`src/rtl/layer1_accumulator.sv`:
```
// Layer-1 conv accumulator: sums TAPS partial-sum beats plus bias per lane, saturates to Q5.10.
// Optional build macro LAYER1_RELU_EN clamps negative results to zero after saturation.
module layer1_accumulator #(
  parameter int TAPS = 9
) (
  input  logic         clk,
  input  logic         rst,
  input  logic         in_valid,
  output logic         in_ready,
  input  logic [127:0] in_data,
  input  logic [127:0] bias,
  output logic         out_valid,
  input  logic         out_ready,
  output logic [127:0] out_data,
  output logic [3:0]   tap_cnt
);

  localparam int LANES = 8;
  localparam logic [3:0] LAST_TAP = 4'(TAPS - 1);

  typedef enum logic {
    IDLE,
    ACCUM
  } state_t;

  state_t              state_q, state_d;
  logic [3:0]          tap_q, tap_d;
  logic signed [19:0]  acc_q [LANES];
  logic signed [19:0]  acc_d [LANES];
  logic                out_valid_q, out_valid_d;
  logic [127:0]        out_data_q, out_data_d;

  logic signed [19:0]  beat_ext [LANES];
  logic signed [19:0]  bias_ext [LANES];
  logic signed [19:0]  final_sum [LANES];
  logic [15:0]         lane_result [LANES];

  logic accept;
  logic final_tap;

  function automatic logic [15:0] sat16(input logic signed [19:0] v);
    if (v > 20'sd32767) begin
      return 16'h7FFF;
    end else if (v < -20'sd32768) begin
      return 16'h8000;
    end else begin
      return v[15:0];
    end
  endfunction

  function automatic logic [15:0] post_sat(input logic [15:0] r);
`ifdef LAYER1_RELU_EN
    return r[15] ? 16'h0000 : r;
`else
    return r;
`endif
  endfunction

  // Only a finished pixel waiting on a stalled consumer can block the last tap.
  assign in_ready  = !((tap_q == LAST_TAP) && out_valid_q && !out_ready);
  assign accept    = in_valid && in_ready;
  assign final_tap = accept && (tap_q == LAST_TAP);

  assign out_valid = out_valid_q;
  assign out_data  = out_data_q;
  assign tap_cnt   = tap_q;

  // Lane 0 is channel1, which lives in the top 16 bits of the bus.
  always_comb begin
    for (int i = 0; i < LANES; i++) begin
      beat_ext[i]    = 20'(signed'(in_data[16*(LANES-1-i) +: 16]));
      bias_ext[i]    = 20'(signed'(bias[16*(LANES-1-i) +: 16]));
      final_sum[i]   = acc_q[i] + beat_ext[i];
      lane_result[i] = post_sat(sat16(final_sum[i]));
    end
  end

  always_comb begin
    state_d     = state_q;
    tap_d       = tap_q;
    out_valid_d = out_valid_q;
    out_data_d  = out_data_q;
    for (int i = 0; i < LANES; i++) begin
      acc_d[i] = acc_q[i];
    end

    if (accept) begin
      if (final_tap) begin
        state_d = IDLE;
        tap_d   = 4'd0;
      end else begin
        state_d = ACCUM;
        tap_d   = tap_q + 4'd1;
      end
    end

    for (int i = 0; i < LANES; i++) begin
      if (final_tap) begin
        acc_d[i] = 20'sd0;
      end else if (accept && (state_q == IDLE)) begin
        acc_d[i] = bias_ext[i] + beat_ext[i];
      end else if (accept) begin
        acc_d[i] = acc_q[i] + beat_ext[i];
      end
    end

    // A new result replaces the old one even when it is consumed this cycle.
    if (final_tap) begin
      out_valid_d = 1'b1;
      for (int i = 0; i < LANES; i++) begin
        out_data_d[16*(LANES-1-i) +: 16] = lane_result[i];
      end
    end else if (out_valid_q && out_ready) begin
      out_valid_d = 1'b0;
    end
  end

  always_ff @(posedge clk) begin
    if (rst) begin
      state_q     <= IDLE;
      tap_q       <= 4'd0;
      out_valid_q <= 1'b0;
      out_data_q  <= 128'd0;
      for (int i = 0; i < LANES; i++) begin
        acc_q[i] <= 20'sd0;
      end
    end else begin
      state_q     <= state_d;
      tap_q       <= tap_d;
      out_valid_q <= out_valid_d;
      out_data_q  <= out_data_d;
      for (int i = 0; i < LANES; i++) begin
        acc_q[i] <= acc_d[i];
      end
    end
  end

endmodule

```
`config.mk`:
```
export PLATFORM = sky130hd
export DESIGN_NAME = layer1_accumulator
export DESIGN_NICKNAME = d
export VERILOG_FILES = /design/src/rtl/layer1_accumulator.sv
export SDC_FILE = /design/constraint.sdc
export NUM_CORES = 1
export LEC_CHECK = 0
export CAP_MARGIN = 20
export CORE_AREA = 2 2 213 236
export CTS_CLUSTER_SIZE = 28
export DETAILED_ROUTE_END_ITERATION = 16
export DIE_AREA = 0 0 215 238
export HOLD_SLACK_MARGIN = 0.08
export PLACE_DENSITY = 0.87
export SLEW_MARGIN = 20
export SYNTH_ARGS = -nofsm -noshare
export SYNTH_HDL_FRONTEND = slang
export SYNTH_SLANG_ARGS = --single-unit
export TNS_END_PERCENT = 100
```
`constraint.sdc`:
```
create_clock -name clk -period 4.9 [get_ports clk]
set_input_delay 1.47 -clock clk [delete_from_list [all_inputs] [get_ports clk]]
set_output_delay 1.47 -clock clk [all_outputs]
set_load 0.03 [all_outputs]
```
==> results.sh, run 1 <==
export IMPL_dp_cells=4157
export IMPL_drive_above_1_share_pct=6.68
export IMPL_grt_setup_unrepaired="no"
export IMPL_tritoncts="yes"
export IMPL_die_area_um2=51200
export IMPL_postSynthCellCount=3115
export IMPL_drtPass1Iterations=5
export IMPL_cts_sinks=294
export IMPL_wirelength_um=76800
export IMPL_pwr_share_seq_pct=29.7
export IMPL_crit_path_end_kind="flip-flop"
export IMPL_synthArstFlopShare_pct=0
export IMPL_via_per_inst=5.97
export IMPL_internal_power_w=0.00573
export IMPL_drc=0
export IMPL_cts_buffers=35
export IMPL_num_io_pins=394
export IMPL_arrival_ns=5.12
export IMPL_fp_row_count=85
export IMPL_skew_ns=0.0110
export IMPL_place_area_um2=29500
export IMPL_reg2reg_setup_slack_ns=1.32
export IMPL_drtAntennaViolNets=0
export IMPL_hold_viol_final=0
export IMPL_ctsLongestPathBuffers=3
export IMPL_port_buffers=393
export IMPL_leakage_nw=12.9
export IMPL_start_kind="primary input"
export IMPL_avgSynthCellArea_um2=7.76
export IMPL_ys_warn_count=0
export IMPL_switching_share_pct=35.0
export IMPL_track_usage_pct=28.9
export IMPL_ctsHoldBuffers=0
export IMPL_multi_input_area_um2=17500
export IMPL_synth_ff_type="dfxtp_1"
export IMPL_cp_required_ns=5.35
export IMPL_r2r_end="out_data[117]$_SDFFE_PP0P_"
export IMPL_clock_latency_ns=0.55
export IMPL_tightestPinTransition_ns=1.03
export IMPL_path_clk_slew_ns=0.06
export IMPL_fillers=4049
export IMPL_relSlewSlack_pct=31.6
export IMPL_rr_startpoint="acc_q[0][0]$_SDFFE_PP0P_"
export IMPL_cts_root_buffer_cell="clkbuf_16"
export IMPL_worst_hold_slack_ns=0.451
export IMPL_grt_overflow=0
export IMPL_postLayoutCellArea_um2=30800
export IMPL_outcome="finished, final reports clean"
export IMPL_die_h_um=238
export IMPL_period_share_pct=95.5
export IMPL_p_switching_w=0.00309
export IMPL_areaGrowthSynthToFinish_pct=27.3
export IMPL_drv_cap=0
export IMPL_grt_max_degree=91
export IMPL_netlist_area_um2=24200
export IMPL_cpMaxStageDelayCell="clkdlybuf4s50_1"
export IMPL_final_cells=4222
export IMPL_reg2reg_depth=15
export IMPL_crit_path_start="in_data[54]"
export IMPL_min_to="out_data[63]$_SDFFE_PP0P_"
export IMPL_min_path_cells=2
export IMPL_cpPeakStageDelay_ns=0.45
export IMPL_setup_viol=0
export IMPL_grt_pass1_vias=24600
export IMPL_total_power_w=0.00882
export IMPL_fin_crit_ns=4.68
export IMPL_synth_edff_count=0
export IMPL_start_util_pct=49.6
export IMPL_dieWidth_um=215
export IMPL_tns_ns=0
export IMPL_synth_seq_area_share_pct=24.4
export IMPL_crit_type="in2reg"
export IMPL_wl_per_cell_um=18.2
export IMPL_fin_nets=4102
export IMPL_seqCellArea_um2=5890
export IMPL_slew_viol_final=0
export IMPL_power_frac_comb_pct=38.7
export IMPL_htree_levels=2
export IMPL_hold_class="reg2reg"
export IMPL_syn_nets=3673
export IMPL_antenna_found_initial=5
export IMPL_p_clk_share_pct=31.6
export IMPL_cp_max_fo=15
export IMPL_ys_types=79
export IMPL_powerDensity_nw_per_um2=287
export IMPL_vias=25200
export IMPL_gp_congestion=0.947
export IMPL_fmax_mhz=214
export IMPL_grt_first_pass_wirelength_um=122000
export IMPL_core_um2=48700
export IMPL_drt_iter0_drc=1802
export IMPL_vdd_drop_max_mv=0.228
export IMPL_hp_start="out_data[63]$_SDFFE_PP0P_"
export IMPL_ys_ff_latch=294
export IMPL_critical_path_cell_chain="clkdlybuf4s50_1, ha_1, a21oi_1, o21ai_0, a2111oi_1, buf_4, a211oi_1, o41ai_2, a21boi_0, xnor2_1, o41ai_2, buf_4, nand2_1, a211oi_1"
export IMPL_hpwl_um=56500
[how the worst max path moves through the flow]
stage	to	slack, ns
after floorplan	out_data[119]$_SDFFE_PP0P_	0.11
after global placement	out_data[126]$_SDFFE_PP0P_	-0.31
after detailed placement	out_data[118]$_SDFFE_PP0P_	-0.39
after CTS	out_data[123]$_SDFFE_PP0P_	0.12
after global routing	out_data[126]$_SDFFE_PP0P_	0.03
final	out_data[58]$_SDFFE_PP0P_	0.22
[state kept, by name, summed over array words and instances, names as in the netlist]
name and flops:
state_q 1, out_valid 1, out_data 128, acc_q 160, tap_cnt 4
[worst max-delay path, delay by kind of cell]
kind                       cells  cell delay, ns
AOI/OAI and AO/OA              8            2.09
xor gates and xnor gates       1            0.19
adders and majority gates      1            0.37
buffers and inverters          3            0.91
and+or+nand+nor                1            0.08
[cells by family (layout without fill, tap and decap cells)]
kind of cell / after synthesis / in the layout / synth area share (%)
AOI/OAI and AO/OA: 1044 / 1044 / 28.2
xor gates and xnor gates: 220 / 220 / 8.09
adders and majority gates: 298 / 298 / 15.9
buffers and inverters: 231 / 681 / 3.68
DFF: 294 / 294 / 24.4
muxes: 36 / 36 / 1.51
other: 0 / 5 / 0
and+or+nand+nor: 992 / 992 / 18.2
[cells in the mapped netlist (6+ instances only)]
| cell | count | area [um2] |
|---|---|---|
| a2111oi_0 | 9 | 78.8 |
| a211oi_1 | 176 | 1320 |
| a211oi_2 | 10 | 125 |
| a21boi_0 | 15 | 113 |
| a21o_1 | 70 | 526 |
| a21oi_1 | 295 | 1480 |
| a22oi_1 | 13 | 97.6 |
| a31oi_1 | 19 | 119 |
| a41oi_1 | 12 | 105 |
| and2_1 | 10 | 62.6 |
| and3_1 | 22 | 138 |
| buf_1 | 18 | 67.6 |
| buf_2 | 6 | 30.0 |
| clkbuf_1 | 108 | 405 |
| dfxtp_1 | 294 | 5890 |
| fa_1 | 16 | 320 |
| ha_1 | 282 | 3530 |
| inv_1 | 96 | 360 |
| mux2i_1 | 33 | 330 |
| nand2_1 | 287 | 1080 |
| nand2b_1 | 34 | 213 |
| nand3_1 | 57 | 285 |
| nand4_1 | 15 | 93.8 |
| nor2_1 | 376 | 1410 |
| nor2b_1 | 38 | 238 |
| nor3_1 | 91 | 455 |
| nor3b_1 | 7 | 52.6 |
| o211a_1 | 13 | 130 |
| o211ai_1 | 46 | 345 |
| o21a_1 | 35 | 263 |
| o21ai_0 | 215 | 1080 |
| o21bai_1 | 19 | 143 |
| o311ai_0 | 7 | 61.3 |
| o31ai_1 | 18 | 135 |
| o41ai_1 | 11 | 96.3 |
| or2_2 | 9 | 56.3 |
| or3_1 | 24 | 150 |
| xnor2_1 | 133 | 1160 |
| xor2_1 | 85 | 744 |
[power groups by stage]
stage          sequential [W]  combinational, W  clock, W
2_1_floorplan         0.00264           0.00231         0
3_3_place_gp          0.00266           0.00324         0
3_5_place_dp          0.00267           0.00332         0
4_1_cts               0.00262           0.00335   0.00282
5_1_grt               0.00264           0.00376   0.00291
6_report              0.00262           0.00341   0.00279
[layout make-up]
cell class | instances | share of cell area [%]
Antenna cell | 5 | 0.0407
Clock inverter | 7 | 0.455
Timing Repair Buffer | 526 | 16.2
Clock buffer | 51 | 3.44
Multi-Input combinational cell | 2590 | 56.9
Tap cell | 652 | 2.65
Inverter | 97 | 1.18
Sequential cell | 294 | 19.1
[per-stage QoR]
step	setup slack, ns	utilization (%)
after floorplan	0.115	-
after global placement	-0.308	60.6
after detailed placement	-0.385	60.6
after CTS	0.120	63.0
after global routing	0.0348	63.2
final	0.222	63.2
[routing by layer]
layer	GRT usage [%]	part of all wire [%]	vias to the layer above	routed length [um]
met1	34.4	41	11700	31700
met2	51.2	48	997	36900
li1	-	-	12300	-
met3	4.95	7.0	200	5340
met5	0	0	-	0
met4	12.2	3.8	0	2880
[layout by cell type, fill, tap and decap left out, types with 9 or more instances in the layout]
cell / instances
nor2b_1: 38
a41oi_1: 12
o21bai_1: 19
a21boi_0: 15
nand2b_1: 34
o21a_1: 35
mux2i_1: 33
nand4_1: 15
nand2_1: 285
o31ai_1: 18
o21ai_0: 214
xnor2_1: 133
fa_1: 16
clkdlybuf4s50_1: 392
nor3_1: 91
xor2_1: 85
a31oi_1: 19
a21o_1: 70
inv_1: 95
and2_1: 9
a21oi_1: 295
nand3_1: 57
a211oi_1: 174
and3_1: 21
o211ai_1: 46
a211oi_2: 12
clkbuf_16: 37
o211a_1: 13
nor2_1: 373
ha_1: 282
buf_4: 128
or3_1: 24
a22oi_1: 13
or2_2: 9
dfxtp_1: 293
[repair_timing]
action | CTS | global route
endpoints found under the setup margin | 0 | 23
endpoints found under the hold margin | 0 | 0
buffers inserted | 0 | 1
resized for setup | 0 | 12
No activity file was read; power rests on OpenSTA's default activity.
==> run 2: changes to the inputs <==
CORE_AREA = 2 2 195 216   (was 2 2 213 236)
DIE_AREA = 0 0 197 218   (was 0 0 215 238)
PLACE_DENSITY = 0.95   (was 0.87)
clock period = 6.1 ns   (was 4.9 ns; I/O delays follow)
==> run 2 against run 1 <==
- wire length shrank 1.2%
- flip-flop and latch count stayed put
- clock skew increased by 0.015 ns
- setup slack better by 0.34 ns
- largest cell class unchanged
- largest power group unchanged
==> results.sh, run 2 (synthesized netlist as in run 1, its figures left out) <==
export IMPL_drt_iter0_drc=1929
export IMPL_total_power_w=0.00696
export IMPL_busiest_layer="met2"
export IMPL_skew_ns=0.0265
export IMPL_fmax_mhz=181
export IMPL_ctsLongestPathBuffers=3
export IMPL_cts_resized=0
export IMPL_cts_buffers=35
export IMPL_cts_root_buffer_cell="clkbuf_16"
export IMPL_start_util_pct=59.2
export IMPL_fillers=2892
export IMPL_final_common_cell="clkdlybuf4s50_1"
export IMPL_wl_per_cell_um=19.0
export IMPL_relSlewSlack_pct=31.5
export IMPL_largest_register_ff_count=160
export IMPL_drive_above_1_share_pct=4.04
export IMPL_port_buffers=393
export IMPL_slew_viol_final=0
export IMPL_tightestPinTransition_ns=1.03
export IMPL_crit_type="in2reg"
export IMPL_vias=25500
export IMPL_dieWidth_um=197
export IMPL_fp_row_count=78
export IMPL_fin_nets=4001
export IMPL_drv_cap=0
export IMPL_powerDensity_nw_per_um2=234
export IMPL_gr_usage_met2_pct=58.9
export IMPL_power_frac_comb_pct=37.7
export IMPL_ctsHoldBuffers=0
export IMPL_grt_first_pass_wirelength_um=121000
export IMPL_use_met1_pct=40.6
export IMPL_die_h_um=218
export IMPL_cts_sinks=294
export IMPL_switching_share_pct=35.7
export IMPL_arrival_ns=5.97
export IMPL_cp_max_fo=13
export IMPL_hpwl_um=54600
export IMPL_postCtsSetupBuffers=0
export IMPL_period_share_pct=90.8
export IMPL_outcome="finished, final reports clean"
export IMPL_core_um2=40800
export IMPL_vdd_drop_max_mv=0.173
export IMPL_wirelength_um=75900
export IMPL_fin_crit_ns=5.54
export IMPL_path_clk_slew_ns=0.06
export IMPL_internal_power_w=0.00448
export IMPL_multi_input_area_um2=17500
export IMPL_via_per_inst=6.38
export IMPL_track_usage_pct=34.1
export IMPL_antenna_found_initial=4
export IMPL_grt_setup_unrepaired="no"
export IMPL_drc=0
export IMPL_areaGrowthSynthToFinish_pct=23.2
export IMPL_pwr_share_seq_pct=30.3
export IMPL_seqCellArea_um2=5890
export IMPL_grt_overflow=0
export IMPL_p_clk_share_pct=32.0
export IMPL_largest_register="acc_q"
export IMPL_drtAntennaViolNets=0
export IMPL_num_io_pins=394
export IMPL_htree_levels=2
export IMPL_clock_latency_ns=0.54
export IMPL_die_area_um2=42900
export IMPL_hold_viol_final=0
export IMPL_final_cell_mix="392 x clkdlybuf4s50_1, 372 x nor2_1, 295 x a21oi_1"
export IMPL_gp_congestion=0.938
export IMPL_hold_class="reg2reg"
export IMPL_leakage_nw=12.4
export IMPL_setup_viol=0
export IMPL_cp_required_ns=6.53
export IMPL_tns_ns=0
export IMPL_start_kind="primary input"
export IMPL_grt_max_degree=91
export IMPL_tritoncts="yes"
export IMPL_grt_pass1_vias=24900
export IMPL_use_met3_pct=5.80
export IMPL_drtPass1Iterations=6
export IMPL_p_switching_w=0.00248
export IMPL_crit_path_end_kind="flip-flop"
[run 2: through the flow]
| step | std cells | util (%) | worst slack [ns] | hold WS (ns) | instance area (um2) |
|---|---|---|---|---|---|
| 3_5_place_dp | 3926 | 70.0 | 0.188 | 0.455 | 28500 |
| 6_report | 3991 | 73.0 | 0.560 | 0.463 | 29800 |
| 2_1_floorplan | 3115 | - | 0.955 | 0.436 | 24200 |
| 3_3_place_gp | 3926 | 70.0 | 0.0208 | 0.442 | 28500 |
| 5_1_grt | 3991 | 73.0 | 0.273 | 0.486 | 29800 |
| 4_1_cts | 3988 | 72.9 | 0.626 | 0.464 | 29800 |
[run 2: area by class of cell]
class	count	area share (%)
clock buffer	50	3.58
multi-input combinational	2590	58.7
antenna	3	0.0252
sequential	294	19.8
inverter	97	1.22
timing repair buffer	425	14.0
tap	520	2.19
clock inverter	12	0.504
[run 2: path summary, 6_finish.rpt]
kind                                                start                         end  slack (ns)  depth (start not counted)
worst max-delay path                         in_data[112]  out_data[125]$_SDFFE_PP0P_        0.56                         14
worst min-delay path            out_data[63]$_SDFFE_PP0P_   out_data[63]$_SDFFE_PP0P_        0.46                          2
worst max register to register   acc_q[0][0]$_SDFFE_PP0P_  out_data[125]$_SDFFE_PP0P_        2.02                         13
worst min register to register  out_data[63]$_SDFFE_PP0P_   out_data[63]$_SDFFE_PP0P_        0.46                          2
[run 2: worst max-delay path, stage by stage]
cell	delay, ns
clkdlybuf4s50_1	0.43
ha_1	0.24
fa_1	0.41
a21oi_1	0.22
o21ai_0	0.14
a2111oi_0	0.68
nor2_1	0.20
a211oi_1	0.38
o21ai_0	0.22
xnor2_1	0.20
o41ai_2	0.37
buf_4	0.25
nand2_1	0.11
a211oi_1	0.29
[run 2: power by group through the flow]
stage               logic, W  registers [W]  clock network, W
floorplan            0.00185        0.00212                 0
global placement     0.00245        0.00214                 0
detailed placement   0.00253        0.00215                 0
CTS                  0.00257        0.00211           0.00224
global route         0.00288        0.00212           0.00232
finish               0.00263        0.00211           0.00223
[run 2: metal layers]
metal / routed length, um / part of all wire, %
met4: 3810 / 5.0
met3: 6720 / 8.8
met2: 35900 / 47
met5: 13 / 0.017
met1: 29400 / 39
==> run 3: changes to the inputs <==
ABC_AREA = 1   (was unset)
CORE_AREA = 2 2 209 231   (was 2 2 195 216)
DIE_AREA = 0 0 211 233   (was 0 0 197 218)
==> run 3 against run 2 <==
- clock-buffer cell count shrank 4
- clock power up 9.9%
- die area is 14% higher
- sequential power hardly changed
- critical endpoint is now in_ready
- synthesized cell count is 40% higher
- largest power group unchanged
- fmax grew 11%
- combinational power rose by 15%
- critical path depth is 10 lower
- wire length is 16% higher
==> results.sh, run 3 <==
export IMPL_die_area_um2=49200
export IMPL_htree_levels=2
export IMPL_clock_latency_ns=0.56
export IMPL_ys_types=57
export IMPL_grt_max_degree=110
export IMPL_start_util_pct=59.6
export IMPL_relSlewSlack_pct=23.2
export IMPL_final_core_util_pct=71.6
export IMPL_grt_overflow=0
export IMPL_synth_top_family_by_area="simple AND/OR/NAND/NOR gates"
export IMPL_syn_nets=4922
export IMPL_postSynthCellCount=4364
export IMPL_route_met3_wl_um=7230
export IMPL_wirelength_um=88300
export IMPL_antenna_found_initial=3
export IMPL_synth_ff_type="dfxtp_1"
export IMPL_synth_xor_area_share_pct=5.30
export IMPL_wl_per_cell_um=16.6
export IMPL_skew_ns=0.0165
export IMPL_cp_max_fo=2
export IMPL_leakage_nw=17.1
export IMPL_synthArstFlopShare_pct=0
export IMPL_port_buffers=393
export IMPL_setup_viol=0
export IMPL_cts_buffers=36
export IMPL_cts_root_buffer_cell="clkbuf_16"
export IMPL_via_per_inst=5.72
export IMPL_synthAdderAreaFrac_pct=13.9
export IMPL_wl_met2_um=41400
export IMPL_hold_class="reg2reg"
export IMPL_tns_ns=0
export IMPL_crit_type="in2out"
export IMPL_grt_first_pass_wirelength_um=142000
export IMPL_synth_top_area_share_pct=21.2
export IMPL_powerDensity_nw_per_um2=227
export IMPL_period_share_pct=81.9
export IMPL_largest_register="acc_q"
export IMPL_drv_cap=0
export IMPL_synth_edff_count=0
export IMPL_drc=0
export IMPL_outcome="finished, final reports clean"
export IMPL_synth_compound_area_share_pct=17.9
export IMPL_arrival_ns=3.17
export IMPL_cts_sinks=294
export IMPL_path_clk_slew_ns=0.06
export IMPL_tightestPinTransition_ns=1.15
export IMPL_tritoncts="yes"
export IMPL_synth_seq_area_share_pct=21.2
export IMPL_netlist_area_um2=27800
export IMPL_areaGrowthSynthToFinish_pct=20.1
export IMPL_grt_pass1_vias=29500
export IMPL_yosysMostFrequentCell="nand2_1"
export IMPL_vias=30400
export IMPL_vdd_drop_max_mv=0.167
export IMPL_reg2reg_depth=12
export IMPL_fmax_mhz=200
export IMPL_synth_common_cells="1322 x nand2_1, 538 x inv_1, 334 x a21oi_1"
export IMPL_core_um2=46600
export IMPL_ys_warn_count=0
export IMPL_fin_crit_ns=5.00
export IMPL_start_kind="primary input"
export IMPL_postLayoutCellArea_um2=33400
export IMPL_largest_register_ff_count=160
export IMPL_dieWidth_um=211
export IMPL_fin_nets=5259
export IMPL_dr_max_layer_used="met5"
export IMPL_ys_ff_latch=294
export IMPL_die_h_um=233
export IMPL_synth_largest_area_cell="dfxtp_1"
export IMPL_hold_viol_final=0
export IMPL_drive_above_1_share_pct=6.54
export IMPL_drt_met1_wl_um=35400
export IMPL_synthSimpleGateAreaFrac_pct=32.0
export IMPL_final_common_cell="nand2_1"
export IMPL_track_usage_pct=35.1
export IMPL_ctsHoldBuffers=0
export IMPL_cp_required_ns=4.27
export IMPL_synth_mux_area_share_pct=0
export IMPL_cts_resized=0
export IMPL_synth_area_top_cells="dfxtp_1 21%, nand2_1 18%, ha_1 13%"
export IMPL_crit_path_end_kind="output port"
export IMPL_postCtsSetupBuffers=0
export IMPL_min_path_cells=2
export IMPL_avgSynthCellArea_um2=6.37
export IMPL_drtPass1Iterations=9
export IMPL_fp_row_count=83
export IMPL_hpwl_um=66600
export IMPL_slew_viol_final=0
export IMPL_gp_congestion=0.978
export IMPL_place_area_um2=32100
export IMPL_final_cell_mix="1321 x nand2_1, 536 x inv_1, 393 x clkdlybuf4s50_1"
export IMPL_num_io_pins=394
export IMPL_ctsLongestPathBuffers=3
export IMPL_drt_iter0_drc=2614
export IMPL_drtAntennaViolNets=0
export IMPL_grt_setup_unrepaired="no"
run 3: cell types whose count changed after synthesis, sizes merged, moves of 36 or more:
cell    before   now
clkbuf     108    51
a21o        70    22
a21oi      295   402
nand3       57   304
nor2b       38     0
nor2       376   279
buf         26    62
xnor2      133    62
o21ai      217   259
inv         96   557
nor3        91    29
nand2      287  1413
a211oi     186    11
run 3: critical path, stage by stage:
cell and delay [ns]:
clkdlybuf4s50_1 0.46, inv_1 0.06, nand3_2 0.13, clkdlybuf4s50_1 0.69
run 3: routing by layer:
metal	up-vias	GRT usage (%)
met1	13900	41.7
met5	-	0
met3	302	5.95
met2	1309	61.6
li1	14900	-
met4	4	16.0
run 3: through the flow:
stage | hold slack [ns] | total power (W) | worst slack [ns] | cells
floorplan | 0.466 | 0.00433 | 2.19 | 4364
global placement | 0.436 | 0.00502 | 1.11 | 5258
detailed placement | 0.444 | 0.00509 | 1.10 | 5258
CTS | 0.460 | 0.00754 | 1.09 | 5322
global route | 0.473 | 0.00802 | 1.06 | 5323
finish | 0.459 | 0.00759 | 1.10 | 5323
run 3: layout make-up:
| cell class | count | area [um2] |
|---|---|---|
| clock buffer | 46 | 1010 |
| sequential | 294 | 5890 |
| fill | 3832 | 13200 |
| inverter | 558 | 2100 |
| antenna | 1 | 2.50 |
| clock inverter | 18 | 318 |
| tap | 595 | 744 |
| timing repair buffer | 412 | 4110 |
| multi-input combinational | 3399 | 19200 |
run 3: final timing paths:
check	start	slack (ns)	end
setup / recovery	out_ready	1.10	in_ready
hold / removal	out_data[33]$_SDFFE_PP0P_	0.46	out_data[33]$_SDFFE_PP0P_
hold reg to reg	out_data[33]$_SDFFE_PP0P_	0.46	out_data[33]$_SDFFE_PP0P_
setup reg to reg	tap_cnt[0]$_SDFFE_PP0P_	2.89	out_data[49]$_SDFFE_PP0P_
run 3: power by group:
part           leakage, nW  switching [W]  internal [W]
combinational         14.1        0.00194       0.00110
sequential            2.40      0.0000715       0.00204
clock                0.644       0.000930       0.00152
run 3: cell families (layout without fill, tap and decap cells):
family	Yosys count	in the layout
other cells	0	1
buf+inv	671	1034
flops	294	294
xor+xnor	168	168
simple gates	2091	2091
fa+ha+maj	298	298
compound gates	842	842
